## src/rtl/writeback_unit.sv

```systemverilog
// Y86-64 writeback stage: one-entry buffer that decodes register destinations,
// drives the E/M register-file write ports, tracks halt and counts retirements.
module writeback_unit #(
  parameter int unsigned CNT_W = 32
) (
  input  logic             clk,
  input  logic             rst,
  input  logic             in_valid,
  output logic             in_ready,
  input  logic [3:0]       icode,
  input  logic             Cnd,
  input  logic [3:0]       rA,
  input  logic [3:0]       rB,
  input  logic [63:0]      valE,
  input  logic [63:0]      valM,
  input  logic             wb_stall,
  output logic             w_enE,
  output logic [3:0]       w_dstE,
  output logic [63:0]      w_valE,
  output logic             w_enM,
  output logic [3:0]       w_dstM,
  output logic [63:0]      w_valM,
  output logic             halted,
  output logic [CNT_W-1:0] instret
);

  localparam logic [0:0] ST_RUN  = 1'b0;
  localparam logic [0:0] ST_HALT = 1'b1;

  localparam logic [3:0] REG_NONE = 4'hF;
  localparam logic [3:0] REG_RSP  = 4'h4;
  localparam logic [3:0] IC_HALT  = 4'h0;
  localparam logic [3:0] IC_NOP   = 4'h1;

  logic [0:0]       state_q,   state_d;
  logic             valid_q,   valid_d;
  logic [3:0]       icode_q,   icode_d;
  logic             cnd_q,     cnd_d;
  logic [3:0]       ra_q,      ra_d;
  logic [3:0]       rb_q,      rb_d;
  logic [63:0]      vale_q,    vale_d;
  logic [63:0]      valm_q,    valm_d;
  logic [CNT_W-1:0] instret_q, instret_d;

  logic [3:0] dst_e_c;
  logic [3:0] dst_m_c;
  logic       retire_c;
  logic       accept_c;

  // Destination decode from the held entry
  always_comb begin
    dst_e_c = REG_NONE;
    dst_m_c = REG_NONE;
    unique case (icode_q)
      4'h2:                      dst_e_c = cnd_q ? rb_q : REG_NONE;
      4'h3, 4'h6:                dst_e_c = rb_q;
      4'h8, 4'h9, 4'hA, 4'hB:    dst_e_c = REG_RSP;
      default:                   dst_e_c = REG_NONE;
    endcase
    if (icode_q == 4'h5 || icode_q == 4'hB) begin
      dst_m_c = ra_q;
    end
  end

  // Handshake, retirement and write-port drive
  always_comb begin
    in_ready = !rst && (state_q == ST_RUN) && (!valid_q || !wb_stall);
    accept_c = in_valid && in_ready;
    retire_c = !rst && valid_q && !wb_stall && (state_q == ST_RUN);
    halted   = !rst && (state_q == ST_HALT);
    instret  = instret_q;
    w_dstE   = dst_e_c;
    w_valE   = vale_q;
    w_dstM   = dst_m_c;
    w_valM   = valm_q;
    // popq %rsp: the loaded value wins over the stack-pointer increment
    w_enE    = retire_c && (dst_e_c != REG_NONE) && (dst_e_c != dst_m_c);
    w_enM    = retire_c && (dst_m_c != REG_NONE);
  end

  // Next-state logic
  always_comb begin
    state_d   = state_q;
    valid_d   = valid_q;
    icode_d   = icode_q;
    cnd_d     = cnd_q;
    ra_d      = ra_q;
    rb_d      = rb_q;
    vale_d    = vale_q;
    valm_d    = valm_q;
    instret_d = instret_q + CNT_W'(retire_c);

    if (accept_c) begin
      valid_d = 1'b1;
      icode_d = icode;
      cnd_d   = Cnd;
      ra_d    = rA;
      rb_d    = rB;
      vale_d  = valE;
      valm_d  = valM;
    end else if (retire_c) begin
      valid_d = 1'b0;
    end

    unique case (state_q)
      ST_RUN:  if (retire_c && icode_q == IC_HALT) state_d = ST_HALT;
      ST_HALT: state_d = ST_HALT;
      default: state_d = ST_RUN;
    endcase
  end

  // State register
  always_ff @(posedge clk) begin
    if (rst) begin
      state_q   <= ST_RUN;
      valid_q   <= 1'b0;
      icode_q   <= IC_NOP;
      cnd_q     <= 1'b0;
      ra_q      <= REG_NONE;
      rb_q      <= REG_NONE;
      vale_q    <= 64'h0;
      valm_q    <= 64'h0;
      instret_q <= '0;
    end else begin
      state_q   <= state_d;
      valid_q   <= valid_d;
      icode_q   <= icode_d;
      cnd_q     <= cnd_d;
      ra_q      <= ra_d;
      rb_q      <= rb_d;
      vale_q    <= vale_d;
      valm_q    <= valm_d;
      instret_q <= instret_d;
    end
  end

endmodule
```

## config.mk

```make
export PLATFORM = sky130hd
export DESIGN_NAME = writeback_unit
export DESIGN_NICKNAME = d
export VERILOG_FILES = /design/src/rtl/writeback_unit.sv
export SDC_FILE = /design/constraint.sdc
export NUM_CORES = 1
export LEC_CHECK = 0
export BUFFER_PORTS_ARGS = -buffer_cell sky130_fd_sc_hd__buf_2
export CAP_MARGIN = 30
export CORE_MARGIN = 4
export CORE_UTILIZATION = 46
export DETAILED_ROUTE_END_ITERATION = 8
export GPL_TIMING_DRIVEN = 0
export HOLD_SLACK_MARGIN = 0.06
export PLACE_DENSITY = 0.8
export SLEW_MARGIN = 0
export SYNTH_ARGS = -nofsm -noshare
export SYNTH_HDL_FRONTEND = slang
export SYNTH_SLANG_ARGS = --single-unit
```

## constraint.sdc

```tcl
create_clock -name clk -period 3.2 [get_ports clk]
set_input_delay 0.8 -clock clk [delete_from_list [all_inputs] [get_ports clk]]
set_output_delay 0.8 -clock clk [all_outputs]
set_load 0.05 [all_outputs]
```

==> flow_summary_export.csv <==
group,metric,value,unit
outcome,outcome,"completed",
sta,clock.fmax,322,MHz
route,post_drt_wl_per_cell,15.1,um
route,drt-initial-drc-count,323,
synth,synth_nets,963,
route,drc_errors,0,
critical_path,cp_max_fo,6,
critical_path,startpoint,"rst",
synth,synthCells,816,
cts,h-tree-depth,4,
synth,ys_ff_latch,175,
power,p_clk_frac,0.398,
cts,cts_tree,"yes",
sta,finalMaxSlewViolations,0,
critical_path,r2r_cells,8,
finish,stdcell_count,1343,
sta,rsz0062_at_grt,"false",
min_path,hold_path_class,"reg2reg",
die,die_area,16200,sq um
finish,diodes,0,
finish,layout_commonest_cell,"buf_2",
synth,syn_avg_cell_area,8.04,sq um
critical_path,crit_path_end,"w_enE",
cts,clockBufferDepth,2,
route,ant_nets,0,
sta,fin_crit,3100,ps
power,p_switching,0.00141,W
cts,ctsHoldBuffers,0,
global_route,grt_pass1_vias,6371,
sta,skew,6.28,ps
sta,slew_headroom,0.575,
power,total_power,0.00505,W
placed_design,place_congestion,0.841,
global_route,grt_usage,0.242,
power,switching_share,0.279,
min_path,hold_depth,2,
finish,nFillCells,1214,
die,start_util,0.471,
critical_path,r2r_slack,520,ps
route,detailroute.via_count,6632,
critical_path,worstReg2RegEnd,"instret[31]",
global_route,grt_max_degree,17,
synth,yosysWarnings,0,
finish,area_growth,36.4,%
power,p_int,0.00364,W
min_path,min_from,"w_valM[29]",
die,fp.coreArea,13900,sq um
cts,cts_made_buffers,17,
critical_path,crit_type,"in2out",
die,row_count,43,
power,power_frac_comb,0.145,
route,wl_met1,7.88,mm
finish,seq_area,3500,sq um
finish,fin_util,0.642,
finish,multiInputGateArea,2780,sq um
power,powerDensity,565,nW/um^2
power,p_leak,4.10,nW
cts,cts.clk_slew.worst_paths,60,ps
cts,cts_root_buffer,"clkbuf_16",
placed_design,portBuffers,316,
power,p_seq_frac,0.457,
cts,post-cts-setup-buffers,0,
cts,clock-sinks,175,
critical_path,cp.arrival,2300,ps
finish,fin_nets,1298,
critical_path,cp-start-kind,"primary input",
critical_path,endpoint_kind,"output pin",
placed_design,dpl.hpwl,15.5,mm
sta,hold_viol_final,0,
route,firstDrtPassIters,5,
synth,synth_ff_type,"dfxtp_1",
synth,synth_edf_count,0,
synth,syn_area,6560,sq um
route,wl,20.3,mm
die,die_w,127,um
job,max_cap_violations,0,
cts,cts_resized,0,
global_route,grt-ovfl-total,0,
synth,ys_async_sr_fraction,0,
sta,final.period_utilization,0.970,
finish,final_cell_mix,"buf_2, nand2_1, dfxtp_1, a21oi_1, clkbuf_1",
global_route,grt_first_pass_wirelength,31.5,mm
power,peakVddDrop,0.463,mV
die,dieHeight,127,um
sta,tightestPinTransition,637,ps
route,met3_length,1.70,mm
route,met2WireLength,10.3,mm
synth,synth.distinct_cells,40,
die,io_pins,317,
critical_path,worst-endpoint-required,2400,ps
route,routed.top_layer,"met5",
cts,insertion_delay,420,ps
sta,finalSetupViolCount,0,
critical_path,r2r_start,"valid_q",
placed_design,post-place-cells,1312,
global_route,antenna_found_initial,1,
synth,synth-seq-area-share,0.534,
finish,drive_gt1_frac,0.324,
route,viasPerCell,4.94,
[metrics by stage]
stage	area (sq um)	hold WS (ps)	worst slack [ps]	TNS [ps]
floorplan	6560	438	27.2	0
global route	8940	464	45.6	0
global placement	8360	438	-129	-278
CTS	8940	452	83.3	0
detailed placement	8360	443	-167	-599
finish	8940	451	96.8	0
[power groups by stage]
stage / Sequential (W) / Clock (W) / Combinational (W)
3_3_place_gp: 0.00236 / 0 / 0.000726
4_1_cts: 0.00231 / 0.00205 / 0.000735
6_report: 0.00231 / 0.00201 / 0.000731
3_5_place_dp: 0.00236 / 0 / 0.000732
5_1_grt: 0.00232 / 0.00213 / 0.000786
2_1_floorplan: 0.00263 / 0 / 0.000220
[synthesized netlist by cell type (all sizes together) (2+ instances only)]
cell / number / area, sq um
and4: 5 / 51.3
xor2: 10 / 87.6
nand2: 296 / 1110
dfxtp: 175 / 3500
nand3: 10 / 50.1
and3: 3 / 20.0
o21ai: 6 / 30.0
or4: 3 / 22.5
buf: 18 / 103
nand4: 7 / 73.8
nor3: 7 / 35.0
nor2b: 5 / 31.3
nand3b: 9 / 67.6
and2: 2 / 12.5
o31ai: 2 / 15.0
clkbuf: 37 / 149
or2: 4 / 25.0
ha: 2 / 25.0
nor4: 7 / 43.8
a21oi: 135 / 676
inv: 6 / 22.5
a41oi: 2 / 17.5
xnor2: 18 / 158
nor2: 37 / 139
[critical path: stages]
cell and delay [ps]:
buf_2 130, or4b_2 750, a41oi_1 200, o31a_1 150
buf_2 270
[metal layers]
layer	vias up	global-route usage
met5	-	0
met1	3030	0.282
li1	3337	-
met3	36	0.0790
met2	227	0.419
met4	2	0.0826
[kinds of logic after synthesis]
family	after synthesis	share of synthesized area
simple gates	397	0.259
flops	175	0.534
buf+inv	61	0.0418
xor+xnor	28	0.0374
compound gates	153	0.124
fa+ha+maj	2	0.00382
[layout make-up]
| type | count | area share |
|---|---|---|
| buffer | 55 | 0.0281 |
| clock buffer | 24 | 0.0561 |
| multi-input combinational | 580 | 0.311 |
| clock inverter | 7 | 0.00881 |
| tap | 180 | 0.0252 |
| timing repair buffer | 316 | 0.177 |
| inverter | 6 | 0.00252 |
| sequential | 175 | 0.392 |
[worst min path at each step]
| stage | end | slack, ps |
|---|---|---|
| after detailed placement | w_valM[29] | 440 |
| after floorplan | rb_q[0] | 440 |
| after global routing | w_valM[29] | 460 |
| after global placement | w_valM[33] | 440 |
| after CTS | w_valM[29] | 450 |
| final | w_valM[29] | 450 |
[state kept, by name (all words and copies together) (netlist names)]
register  flops
icode_q       4
w_valM       64
w_valE       64
instret      32
valid_q       1
rb_q          4
state_q       1
ra_q          4
cnd_q         1
(Power assumes the default switching activity.)
